$ cat config.mk
export PLATFORM = sky130hd
export DESIGN_NAME = alu_pipe
export DESIGN_NICKNAME = d
export VERILOG_FILES = /design/src/rtl/alu_pkg.sv /design/src/rtl/alu_core_comb.sv /design/src/rtl/alu_pipe.sv
export SDC_FILE = /design/constraint.sdc
export NUM_CORES = 1
export LEC_CHECK = 0
export BUFFER_PORTS_ARGS = -buffer_cell sky130_fd_sc_hd__buf_2
export CORE_ASPECT_RATIO = 1.25
export CORE_MARGIN = 10
export CORE_UTILIZATION = 40
export CTS_BUF_LIST = sky130_fd_sc_hd__clkbuf_4
export CTS_CLUSTER_SIZE = 40
export DETAILED_ROUTE_END_ITERATION = 7
export PLACE_DENSITY_LB_ADDON = 0.1
export RECOVER_POWER = 25
export SLEW_MARGIN = 0
export SYNTH_ARGS = -nofsm -noshare
export SYNTH_HDL_FRONTEND = slang
export SYNTH_SLANG_ARGS = --single-unit
$ cat constraint.sdc
create_clock -name clk -period 7.7 [get_ports clk]
set_input_delay 0.77 -clock clk [delete_from_list [all_inputs] [get_ports clk]]
set_output_delay 0.77 -clock clk [all_outputs]
set_load 0.02 [all_outputs]
$ cat src/rtl/alu_pkg.sv
`default_nettype none
// ============================================================================
// Module      : alu_pkg
// Description : Shared opcode type and opcode encodings for the pipelined ALU.
// Revision    : 1.0 - initial release
// ============================================================================
package alu_pkg;

    typedef logic [3:0] opcode_t;

    localparam opcode_t OP_ADD4    = 4'd0;
    localparam opcode_t OP_SUB     = 4'd1;
    localparam opcode_t OP_AND     = 4'd2;
    localparam opcode_t OP_OR      = 4'd3;
    localparam opcode_t OP_XOR     = 4'd4;
    localparam opcode_t OP_NOT     = 4'd5;
    localparam opcode_t OP_SEL_SUM = 4'd6;
    localparam opcode_t OP_ADD4_R  = 4'd7;
    localparam opcode_t OP_ACC_ADD = 4'd8;
    localparam opcode_t OP_ACC_CLR = 4'd9;

endpackage
`default_nettype wire

$ cat src/rtl/alu_core_comb.sv
`default_nettype none
// ============================================================================
// Module      : alu_core_comb
// Description : Purely combinational ALU datapath. Produces result, carry and
//               the next accumulator value from one operand bundle.
// Revision    : 1.0 - initial release
// ============================================================================
module alu_core_comb
    import alu_pkg::*;
#(
    parameter int WIDTH  = 8,
    parameter int ACC_EN = 1
) (
    input  logic [WIDTH-1:0] a,
    input  logic [WIDTH-1:0] b,
    input  logic [WIDTH-1:0] c,
    input  logic [WIDTH-1:0] d,
    input  logic [3:0]       opcode,
    input  logic             sel,
    input  logic [WIDTH-1:0] acc,
    output logic [WIDTH-1:0] result,
    output logic             carry,
    output logic [WIDTH-1:0] acc_next
);

    logic [WIDTH+1:0] w_sum4;
    logic [WIDTH:0]   w_sel_sum;
    logic [WIDTH:0]   w_acc_sum;

    // Widened adders so the carry-outs are available directly.
    assign w_sum4    = {2'b00, a} + {2'b00, b} + {2'b00, c} + {2'b00, d};
    assign w_sel_sum = sel ? ({1'b0, a} + {1'b0, c}) : ({1'b0, b} + {1'b0, d});
    assign w_acc_sum = {1'b0, acc} + {1'b0, a};

    // Opcode decode; accumulator holds its value for every non-ACC opcode.
    always_comb begin
        result   = '0;
        carry    = 1'b0;
        acc_next = acc;
        case (opcode)
            OP_ADD4, OP_ADD4_R: begin
                result = w_sum4[WIDTH-1:0];
                carry  = |w_sum4[WIDTH+1:WIDTH];
            end
            OP_SUB: begin
                result = a - b;
                carry  = (a < b);
            end
            OP_AND:  result = a & b;
            OP_OR:   result = a | b;
            OP_XOR:  result = a ^ b;
            OP_NOT:  result = ~a;
            OP_SEL_SUM: begin
                result = w_sel_sum[WIDTH-1:0];
                carry  = w_sel_sum[WIDTH];
            end
            OP_ACC_ADD: begin
                if (ACC_EN != 0) begin
                    result   = w_acc_sum[WIDTH-1:0];
                    carry    = w_acc_sum[WIDTH];
                    acc_next = w_acc_sum[WIDTH-1:0];
                end
            end
            OP_ACC_CLR: begin
                if (ACC_EN != 0) begin
                    acc_next = '0;
                end
            end
            default: ;
        endcase
    end

endmodule
`default_nettype wire

$ cat src/rtl/alu_pipe.sv
`default_nettype none
// ============================================================================
// Module      : alu_pipe
// Description : Two-stage pipelined four-operand ALU with valid/ready
//               handshake, full backpressure, flags and accumulator.
// Revision    : 1.0 - initial release
// ============================================================================
module alu_pipe
    import alu_pkg::*;
#(
    parameter int WIDTH  = 8,
    parameter int ACC_EN = 1
) (
    input  logic             clk,
    input  logic             rst,
    input  logic             in_valid,
    output logic             in_ready,
    input  logic [WIDTH-1:0] input_a,
    input  logic [WIDTH-1:0] input_b,
    input  logic [WIDTH-1:0] input_c,
    input  logic [WIDTH-1:0] input_d,
    input  logic [3:0]       opcode,
    input  logic             sel,
    output logic             out_valid,
    input  logic             out_ready,
    output logic [WIDTH-1:0] result,
    output logic             zero_flag,
    output logic             carry_flag,
    output logic [WIDTH-1:0] acc_value
);

    logic             r_s1_valid;
    logic [WIDTH-1:0] r_s1_a;
    logic [WIDTH-1:0] r_s1_b;
    logic [WIDTH-1:0] r_s1_c;
    logic [WIDTH-1:0] r_s1_d;
    logic [3:0]       r_s1_op;
    logic             r_s1_sel;

    logic             r_out_valid;
    logic [WIDTH-1:0] r_result;
    logic             r_carry;
    logic [WIDTH-1:0] r_acc;

    logic             w_adv2;
    logic             w_accept;
    logic [WIDTH-1:0] w_result;
    logic             w_carry;
    logic [WIDTH-1:0] w_acc_next;

    // S1 moves forward whenever the output slot is empty or being drained.
    assign w_adv2   = r_s1_valid && (!r_out_valid || out_ready);
    assign in_ready = !r_s1_valid || w_adv2;
    assign w_accept = in_valid && in_ready;

    alu_core_comb #(
        .WIDTH  (WIDTH),
        .ACC_EN (ACC_EN)
    ) u_core (
        .a        (r_s1_a),
        .b        (r_s1_b),
        .c        (r_s1_c),
        .d        (r_s1_d),
        .opcode   (r_s1_op),
        .sel      (r_s1_sel),
        .acc      (r_acc),
        .result   (w_result),
        .carry    (w_carry),
        .acc_next (w_acc_next)
    );

    // Stage 1: capture the operand bundle on an accepted handshake.
    always_ff @(posedge clk) begin
        if (rst) begin
            r_s1_valid <= 1'b0;
            r_s1_a     <= '0;
            r_s1_b     <= '0;
            r_s1_c     <= '0;
            r_s1_d     <= '0;
            r_s1_op    <= '0;
            r_s1_sel   <= 1'b0;
        end else begin
            if (in_ready) begin
                r_s1_valid <= in_valid;
            end
            if (w_accept) begin
                r_s1_a   <= input_a;
                r_s1_b   <= input_b;
                r_s1_c   <= input_c;
                r_s1_d   <= input_d;
                r_s1_op  <= opcode;
                r_s1_sel <= sel;
            end
        end
    end

    // Stage 2: register the computed bundle; hold it while the consumer stalls.
    always_ff @(posedge clk) begin
        if (rst) begin
            r_out_valid <= 1'b0;
            r_result    <= '0;
            r_carry     <= 1'b0;
        end else if (w_adv2) begin
            r_out_valid <= 1'b1;
            r_result    <= w_result;
            r_carry     <= w_carry;
        end else if (out_ready) begin
            r_out_valid <= 1'b0;
        end
    end

    // Accumulator commits only on the single cycle its op leaves S1.
    always_ff @(posedge clk) begin
        if (rst) begin
            r_acc <= '0;
        end else if (w_adv2) begin
            r_acc <= w_acc_next;
        end
    end

    assign out_valid  = r_out_valid;
    assign result     = r_result;
    assign zero_flag  = (r_result == '0);
    assign carry_flag = r_carry;
    assign acc_value  = r_acc;

endmodule
`default_nettype wire

==> impl_metrics.yaml <==
run_status:
  status: "finished with violations"
  violations: "max-capacitance violations, max-slew violations"
synthesis:
  seq_area_frac_synth: 0.226
  syn_inst: 652
  syn_avg_cell_area_um2: 7.62
  async_reset_ff_frac: 0
  synth_edf_count: 0
  synth_area_mm2: 0.00497
  synth_top_area_frac: 0.226
  synth.net_count: 763
  yosysWarningCount: 0
  ys_types: 63
  ys_ff_latch: 56
  synth_flop_cell: "dfxtp_1"
  yosys.area.top_type: "dfxtp_1"
  ys_top_cells_by_area: "dfxtp_1 (23%), ha_1 (14%), a21oi_1 (7.3%), nand2_1 (7.0%), fa_1 (5.6%)"
clocking:
  numCtsBuffers: 5
  cts.sinks: 56
  cts_buffer_depth: 2
  post_cts_resized: 0
  cts_root_buf: "clkbuf_4"
  h-tree-depth: 2
  cts_tree: "built"
  clk_pin_slew_ns: 0.20
  cts_setup_buffers: 0
  cts_hold_buf: 0
  insertion_delay_ns: 0.42
floorplan:
  die_area_mm2: 0.0173
  coreArea_mm2: 0.0122
  die_height_um: 145
  dieWidth_um: 120
  ios: 61
  initial_core_util: 0.408
  rows: 45
placement:
  post-dp-hpwl_mm: 12.0
  port_buffers: 60
  place.gp.congestion: 0.930
pwr:
  ir_worst_vdd_v: 0.0000786
  p_leak_nw: 2.34
  total_power_uw: 766
  powerDensity_mw_per_mm2: 141
setup_path:
  endpoint_kind: "register"
  crit_slowest_cell: "dfxtp_1"
  cp_num_buf_inv: 2
  crit_arrival_ns: 4.71
  required_ns: 7.91
  critPathKind: "reg -> reg"
  critPathLaunch: "r_s1_a[1]"
  cp_max_fo: 9
  cp_slowest_stage_delay_ns: 0.63
  path_delay_family: "compound AO/OA/AOI/OAI gates"
  cp-start-kind: "register"
  cp_cell_sequence: "inv_1, ha_1, a21o_1, a21oi_1, o21ai_0, a2111oi_0, nor3_1, xnor2_1, fa_1, inv_1, ha_1, a21oi_1, o21ai_0, a21boi_0, o311ai_0, a211oi_1"
  crit-reg2reg-launch: "r_s1_a[1]"
detailed_routing:
  antenna_left: 0
  drc: 0
  first_pass_iters: 5
  num_vias: 4675
  post_drt_via_cell_ratio: 5.46
  wire_per_inst_um: 17.2
  wirelength_mm: 14.7
  drt_iter0_drc: 284
finish:
  fillers: 1316
  layout_common_cells: "nand2_1 (93), a21oi_1 (71), inv_1 (62)"
  layout_commonest_cell: "nand2_1"
  drive_gt1_frac: 0.0880
  diodes: 0
  seq_area_mm2: 0.00112
  multi_input_area_mm2: 0.00350
  area_delta_synth_final_pct: 9.40
  nets: 803
sta:
  drv_slew: 57
  relSlewSlack: -0.713
  finalHoldWorstSlack_ns: 0.480
  rsz0062_at_grt: "false"
  setup_tns_ns: 0
  setup_violations: 0
  period_share: 0.585
  skew_ns: 0.0123
  tightest_slew_ns: 2.57
  hold_viol: 0
  finalCriticalPeriod_ns: 4.50
  max_freq_ghz: 0.222
worst_hold_path:
  hold_start: "result[2]"
  hold_class: "reg -> reg"
job:
  max_cap_viol_count: 1
global_route:
  grt_pass1_wl_mm: 24.3
  overflow: 0
  antenna_found_initial: 0
  grt_max_degree: 57
  grt_use_total: 0.171
  grt_pass1_vias: 4754
-- sequential cells by signal, summed over array words and instances (netlist names) --
register and count:
acc_value 8, carry_flag 1, out_valid 1, r_s1_a 8, r_s1_b 8, r_s1_c 8
r_s1_d 8, r_s1_op 4, r_s1_sel 1, r_s1_valid 1, result 8
-- synthesized netlist by cell type, drive strengths merged (6+ instances only) --
master	number
xor2	8
dfxtp	56
ha	56
a211oi	16
nor2	43
buf	7
mux2i	7
inv	63
o211ai	6
nor2b	11
o21ai	30
xnor2	12
nor3	13
clkbuf	21
nand2	93
o22ai	9
nand2b	11
fa	14
a22oi	8
a21o	11
a21oi	72
-- per-layer routing --
metal / share of wire / GRT usage / vias to the layer above
met5: 0 / 0 / -
met4: 0.023 / 0.0617 / 0
met3: 0.041 / 0.0246 / 23
met2: 0.47 / 0.291 / 115
met1: 0.46 / 0.216 / 2152
li1: - / - / 2385
-- worst reg2reg max path: stages, from the launching register on --
cell	delay [ns]
dfxtp_1	0.63
inv_1	0.18
ha_1	0.37
a21o_1	0.20
a21oi_1	0.22
o21ai_0	0.18
a2111oi_0	0.47
nor3_1	0.13
xnor2_1	0.16
fa_1	0.49
inv_1	0.04
ha_1	0.33
a21oi_1	0.17
o21ai_0	0.11
a21boi_0	0.15
o311ai_0	0.35
a211oi_1	0.12
-- power by group --
| part | leakage [nW] | internal (mW) | switching [mW] | total (mW) |
|---|---|---|---|---|
| registers | 0.459 | 0.305 | 0.0270 | 0.332 |
| clock network | 0.0477 | 0.0720 | 0.114 | 0.186 |
| logic | 1.83 | 0.103 | 0.145 | 0.248 |
-- cell type report --
type	instances	area share
Multi-Input combinational cell	505	0.644
Clock inverter	3	0.00921
Sequential cell	56	0.206
Tap cell	164	0.0378
Inverter	63	0.0435
Clock buffer	5	0.00691
Timing Repair Buffer	61	0.0525
-- cells by family (layout without fill, tap and decap cells) --
kind of cell | count (synthesis) | in the layout | share of synthesized area
mux | 8 | 8 | 0.0164
compound gates | 201 | 201 | 0.262
fa+ha+maj | 70 | 70 | 0.197
buf+inv | 91 | 132 | 0.0708
flops | 56 | 56 | 0.226
xor+xnor | 20 | 20 | 0.0353
simple gates | 206 | 206 | 0.192
-- worst paths after layout --
path | end | slack [ns] | cells after the start
worst min-delay path | result[2] | 0.48 | 2
worst max-delay path | carry_flag | 3.20 | 16
worst max register to register | carry_flag | 3.20 | 16
worst min register to register | result[2] | 0.48 | 2
-- metrics by stage --
stage	util	area [µm²]	worst slack [ns]	std cells
after floorplan	-	4970	3.89	652
after global placement	0.441	5370	3.45	849
after detailed placement	0.441	5370	3.30	849
after CTS	0.449	5460	3.25	857
after global routing	0.447	5430	2.71	857
final	0.447	5430	3.20	857
(Power assumes the default switching activity.)
